[config.mk]
export PLATFORM = sky130hd
export DESIGN_NAME = hadamard8_ctrl_flat
export DESIGN_NICKNAME = d
export VERILOG_FILES = /design/src/rtl/hadamard8_ctrl_if.sv /design/src/rtl/hadamard8_ctrl.sv /design/src/flat_wrapper.sv
export SDC_FILE = /design/constraint.sdc
export NUM_CORES = 1
export LEC_CHECK = 0
export BUFFER_PORTS_ARGS = -buffer_cell sky130_fd_sc_hd__buf_4
export CAP_MARGIN = 40
export CORE_ASPECT_RATIO = 0.5
export CORE_UTILIZATION = 30
export CTS_BUF_LIST = sky130_fd_sc_hd__clkbuf_4
export CTS_CLUSTER_DIAMETER = 80
export CTS_CLUSTER_SIZE = 28
export DETAILED_ROUTE_END_ITERATION = 10
export HOLD_SLACK_MARGIN = 0.15
export PLACE_DENSITY = 0.61
export SLEW_MARGIN = 20
export SYNTH_ARGS = -nofsm -noshare
export SYNTH_HDL_FRONTEND = slang
export SYNTH_SLANG_ARGS = --single-unit
[constraint.sdc]
create_clock -name clk -period 2.8 [get_ports clk]
set_clock_uncertainty 0.15 [all_clocks]
set_input_delay 0.56 -clock clk [delete_from_list [all_inputs] [get_ports clk]]
set_output_delay 0.56 -clock clk [all_outputs]
set_load 0.05 [all_outputs]
[src/rtl/hadamard8_ctrl_if.sv]
// Stream and datapath signal bundle for the 8-point Hadamard frame sequencer.
// slave: the sequencer's view. master: the sample source, consumer and datapath side.
interface hadamard8_ctrl_if;
  logic        in_valid;
  logic        in_ready;
  logic [7:0]  in_data;
  logic        out_valid;
  logic        out_ready;
  logic [9:0]  out_data;
  logic        out_last;
  logic        hd_start;
  logic [63:0] hd_x;
  logic [79:0] hd_y;

  modport slave (
    input  in_valid, in_data, out_ready, hd_y,
    output in_ready, out_valid, out_data, out_last, hd_start, hd_x
  );

  modport master (
    output in_valid, in_data, out_ready, hd_y,
    input  in_ready, out_valid, out_data, out_last, hd_start, hd_x
  );
endinterface

[src/rtl/hadamard8_ctrl.sv]
// Frame sequencer for the 8-point Hadamard datapath: packs 8 serial samples, runs the
// datapath for PIPE_DEPTH cycles, captures and drains 8 results. Option: HADAMARD8_CTRL_SCALE_EN.
module hadamard8_ctrl #(
  parameter int PIPE_DEPTH = 3
) (
  input  logic             clk,
  input  logic             rst_n,
  hadamard8_ctrl_if.slave  bus,
  output logic             busy
);

  typedef enum logic [1:0] {LOAD, RUN, CAPT, DRAIN} state_t;

  state_t      state_reg;
  logic [2:0]  lidx_reg;
  logic [2:0]  oidx_reg;
  logic [1:0]  run_cnt_reg;
  logic [7:0]  x_buf [8];
  logic [9:0]  y_buf [8];

  logic        in_ready_reg;
  logic        hd_start_reg;
  logic        out_valid_reg;
  logic        out_last_reg;
  logic [9:0]  out_data_reg;

  function automatic logic [9:0] scale_result(input logic [9:0] y);
`ifdef HADAMARD8_CTRL_SCALE_EN
    return {{3{y[9]}}, y[9:3]};
`else
    return y;
`endif
  endfunction

  always_ff @(posedge clk or negedge rst_n) begin
    if (!rst_n) begin
      state_reg     <= LOAD;
      lidx_reg      <= '0;
      oidx_reg      <= '0;
      run_cnt_reg   <= '0;
      in_ready_reg  <= 1'b0;
      hd_start_reg  <= 1'b0;
      out_valid_reg <= 1'b0;
      out_last_reg  <= 1'b0;
      out_data_reg  <= '0;
      for (int i = 0; i < 8; i++) begin
        x_buf[i] <= '0;
        y_buf[i] <= '0;
      end
    end else begin
      case (state_reg)
        LOAD: begin
          in_ready_reg <= 1'b1;
          if (bus.in_valid && in_ready_reg) begin
            x_buf[lidx_reg] <= bus.in_data;
            lidx_reg        <= lidx_reg + 3'd1;
            if (lidx_reg == 3'd7) begin
              state_reg    <= RUN;
              in_ready_reg <= 1'b0;
              hd_start_reg <= 1'b1;
              run_cnt_reg  <= '0;
            end
          end
        end
        RUN: begin
          // hd_start already rose on entry, so the last enabled cycle is count PIPE_DEPTH-1
          run_cnt_reg <= run_cnt_reg + 2'd1;
          if (run_cnt_reg == 2'(PIPE_DEPTH - 1)) begin
            state_reg    <= CAPT;
            hd_start_reg <= 1'b0;
          end
        end
        CAPT: begin
          for (int i = 0; i < 8; i++) begin
            y_buf[i] <= bus.hd_y[10*i +: 10];
          end
          out_data_reg  <= scale_result(bus.hd_y[9:0]);
          out_valid_reg <= 1'b1;
          out_last_reg  <= 1'b0;
          oidx_reg      <= '0;
          state_reg     <= DRAIN;
        end
        DRAIN: begin
          if (bus.out_ready) begin
            if (oidx_reg == 3'd7) begin
              state_reg     <= LOAD;
              out_valid_reg <= 1'b0;
              out_last_reg  <= 1'b0;
              in_ready_reg  <= 1'b1;
              oidx_reg      <= '0;
            end else begin
              oidx_reg     <= oidx_reg + 3'd1;
              out_data_reg <= scale_result(y_buf[oidx_reg + 3'd1]);
              out_last_reg <= (oidx_reg == 3'd6);
            end
          end
        end
        default: state_reg <= LOAD;
      endcase
    end
  end

  generate
    for (genvar gi = 0; gi < 8; gi++) begin : g_pack_x
      assign bus.hd_x[8*gi +: 8] = x_buf[gi];
    end
  endgenerate

  assign bus.in_ready  = in_ready_reg;
  assign bus.hd_start  = hd_start_reg;
  assign bus.out_valid = out_valid_reg;
  assign bus.out_last  = out_last_reg;
  assign bus.out_data  = out_data_reg;
  assign busy          = (state_reg != LOAD) || (lidx_reg != 3'd0);

endmodule

[src/flat_wrapper.sv]
// flat-port wrapper written by rule: the top's interface ports become plain ports
module hadamard8_ctrl_flat 
#(
  parameter int PIPE_DEPTH = 3
)
  (clk, rst_n, busy, bus_in_valid, bus_in_data, bus_out_ready, bus_hd_y, bus_in_ready, bus_out_valid, bus_out_data, bus_out_last, bus_hd_start, bus_hd_x);
  hadamard8_ctrl_if bus_i ();
  input  logic clk;
  input  logic rst_n;
  output logic busy;
  input wire logic [$bits(bus_i.in_valid)-1:0] bus_in_valid;
  input wire logic [$bits(bus_i.in_data)-1:0] bus_in_data;
  input wire logic [$bits(bus_i.out_ready)-1:0] bus_out_ready;
  input wire logic [$bits(bus_i.hd_y)-1:0] bus_hd_y;
  output wire logic [$bits(bus_i.in_ready)-1:0] bus_in_ready;
  output wire logic [$bits(bus_i.out_valid)-1:0] bus_out_valid;
  output wire logic [$bits(bus_i.out_data)-1:0] bus_out_data;
  output wire logic [$bits(bus_i.out_last)-1:0] bus_out_last;
  output wire logic [$bits(bus_i.hd_start)-1:0] bus_hd_start;
  output wire logic [$bits(bus_i.hd_x)-1:0] bus_hd_x;
  assign bus_i.in_valid = bus_in_valid;
  assign bus_i.in_data = bus_in_data;
  assign bus_i.out_ready = bus_out_ready;
  assign bus_i.hd_y = bus_hd_y;
  assign bus_in_ready = bus_i.in_ready;
  assign bus_out_valid = bus_i.out_valid;
  assign bus_out_data = bus_i.out_data;
  assign bus_out_last = bus_i.out_last;
  assign bus_hd_start = bus_i.hd_start;
  assign bus_hd_x = bus_i.hd_x;
  hadamard8_ctrl #(.PIPE_DEPTH(PIPE_DEPTH)) u_core (.clk(clk), .rst_n(rst_n), .bus(bus_i), .busy(busy));
endmodule
==> impl_metrics.csv <==
group,metric,value,unit
timing,final-max-slew-violation-count,0,
clocking,clk_latency,0.59,ns
synth,synthMostInstantiatedCell,"dfrtp_1",
grt,pin_count_of_the_biggest_net_entering_global_routing,93,
critical_path,cp_cell_sequence,"inv_1 -> ha_2 -> nand3b_1 -> buf_4",
critical_path,crit_arrival,1.85,ns
synth,synth_area_leaders,"dfrtp_1 (58%), mux2_2 (25%), mux4_2 (3.1%), ha_1 (2.2%), nand2_1 (2.1%)",
cells_and_area,max_reg_flops,80,
synth,mappedNetlistArea,0.00729,mm2
routing,drc,0,
timing,max_slew.worst_pin.slew,0.552,ns
floorplanning,die_h,112,um
grt,grt_pass1_wl,30200,um
floorplanning,rows,39,
placed_design,place.detailed.instances,975,
synth,synthTopCellsByCount,"dfrtp_1 (168), mux2_2 (159), nand2_1 (41)",
routing,routedWlPerCell,17.0,um
timing,max-slew-margin-rel,0.632,
synth,synthesis.nets,611,
critical_path,crit_required,2.09,ns
grt,grt_use_total,0.158,
cells_and_area,fin_nets,883,
routing,viasPerCell,4.64,
timing,setup_repair_after_global_routing_missed_its_margin,"no",
critical_path,worst-path-max-fanout,7,
synth,yosysWarnings,0,
clocking,clock_sink_count,168,
critical_path,crit_path_top_delay_cell,"dfrtp_1",
routing,wl,18700,um
grt,number_of_global_route_vias_before_repair,5496,
power_and_ir_drop,peakVddDrop,0.471,mV
timing,final_number_of_hold_violating_endpoints,0,
floorplanning,fp.coreArea,0.0233,mm2
clocking,worst_setup_hold_path_clk_slew,0.15,ns
synth,synth.avg_cell_area,14.4,um2
clocking,cts_root_buf,"clkbuf_4",
run,max_cap_violations,0,
run_status,status,"completed",
critical_path,critical_path.endpoint_type,"output pin",
placed_design,post_dp_hpwl,13000,um
synth,yosysSeqAreaShare,0.577,
floorplanning,die_width,222,um
critical_path,cpPeakStageDelay,0.44,ns
timing,timing.fmax,391,MHz
synth,synth_seq_cells,168,
critical_path,kind_of_critical_path,"register to output pin",
hold_path,worst_hold_path_type,"input port to asynchronous set/reset pin",
clocking,cts_inserted_buffers,17,
floorplanning,ioPinCount,171,
clocking,max-clock-path-buffers,2,
clocking,tritoncts,"done",
cells_and_area,drive_gt1_frac,0.507,
placed_design,io_buffer_count,170,
synth,synth_ff_type,"dfrtp_1",
synth,synth_top_cell_area_share,0.577,
synth,postSynth.asyncResetShare,1.00,
routing,drt.antenna.violating_nets,0,
routing,drtIter0Drc,268,
critical_path,critical-path-top-delay-family,"flip-flops",
timing,setup_viol,0,
synth,post_synth_edffs,0,
cells_and_area,syn2layout_area_growth,39.8,%
floorplanning,die-area,0.0250,mm2
routing,drt_pass1_iterations,5,
power_and_ir_drop,powerDensity,1150,mW/mm2
synth,synth.distinct_cells,33,
timing,timing.setup.tns,0,ns
cells_and_area,final_cells,1099,
clocking,cts-htree-levels,4,
timing,finalCritPeriodShare,0.914,
critical_path,critical_path_launch_point_type,"register",
synth,synth_top_cell_by_area,"dfrtp_1",
critical_path,critPathBufInv,2,
synth,synth_cells,506,
routing,detailed_route_via_count,5097,
floorplanning,initial_utilization,0.313,
timing,fin_crit,2.56,ns
power_and_ir_drop,leakagePower,4.62,nW
grt,antenna_violations_before_repair,1,
placed_design,place.gp.congestion,0.737,
grt,grt_overflow,0,
[what timing repair did]
action | CTS | global route
hold buffers | 91 | 0
hold endpoints to repair | 321 | 0
buffers inserted | 0 | 0
resized for setup | 0 | 1
endpoints found under the setup margin | 0 | 1
[layout by cell type (no fill, tap or decap), types with 4 or more instances in the layout]
cell type and instances:
dlygate4sd3_1 91, nand2b_1 5, inv_6 4, a41oi_1 10, mux2_4 8, nor2_1 16
mux4_2 10, clkbuf_4 17, ha_1 11, buf_4 181, inv_1 8, o21ai_0 16
dfrtp_1 168, nand2_1 41, mux2_2 159
[metal layers]
layer	share of wire	wire (um)	GRT usage
met1	0.44	8280	0.198
met2	0.51	9510	0.269
met3	0.031	580	0.0432
met4	0.016	301	0.0492
met5	0	0	0
[worst reg2reg max path, stage by stage, from the launching register on]
cell and delay (ns):
dfrtp_1 0.44, inv_1 0.18, ha_2 0.32, nand3_4 0.16, or4_1 0.69, mux2_4 0.39
[where the power goes]
part	switching, W	internal (W)	leakage [nW]	total (W)
Combinational	0.00338	0.00264	2.42	0.00602
Clock	0.000939	0.000550	0.150	0.00149
Sequential	0.000694	0.00356	2.05	0.00426
[metrics by stage]
step                 util  worst slack, ns  hold WS [ns]  total power (W)  cell area (um2)
floorplan               -            0.562         0.114          0.00848             7290
global placement    0.385            0.363         0.324           0.0101             8990
detailed placement  0.385            0.278         0.332           0.0103             8990
CTS                 0.437           0.0135         0.316           0.0119            10200
global route        0.437           0.0631         0.310           0.0125            10200
finish              0.437            0.241         0.346           0.0118            10200
[area by class of cell]
class	count	area (um2)
clock buffer	17	128
sequential	168	4200
inverter	8	30.0
timing repair buffer	275	2320
fill	2162	13100
clock inverter	15	164
multi-input combinational	308	2960
tap	307	384
antenna	1	2.50
[kinds of logic (layout without fill, tap and decap cells)]
| kind of cell | Yosys count | count (layout) | synth area share |
|---|---|---|---|
| muxes | 180 | 180 | 0.297 |
| and+or+nand+nor | 81 | 81 | 0.0544 |
| DFF | 168 | 168 | 0.577 |
| buffers and inverters | 30 | 315 | 0.0190 |
| xor gates and xnor gates | 1 | 1 | 0.00120 |
| other | 0 | 1 | 0 |
| AOI/OAI and AO/OA | 33 | 33 | 0.0293 |
| adders and majority gates | 13 | 13 | 0.0223 |
[path summary, 6_finish.rpt]
kind	cells after the start	endpoint	start	slack [ns]
worst min-delay path	3	u_core.bus.hd_x[38]	rst_n	0.35
worst max register to register	5	u_core.bus.hd_x[4]	u_core.state_reg[0]	0.38
max in group asynchronous	3	u_core.y_buf[50]	rst_n	1.66
worst min register to register	1	u_core.run_cnt_reg[0]	u_core.run_cnt_reg[0]	0.35
worst max-delay path	4	busy	u_core.state_reg[0]	0.24
min in group clk	1	u_core.run_cnt_reg[0]	u_core.run_cnt_reg[0]	0.35
No activity file was read; power rests on OpenSTA's default activity.
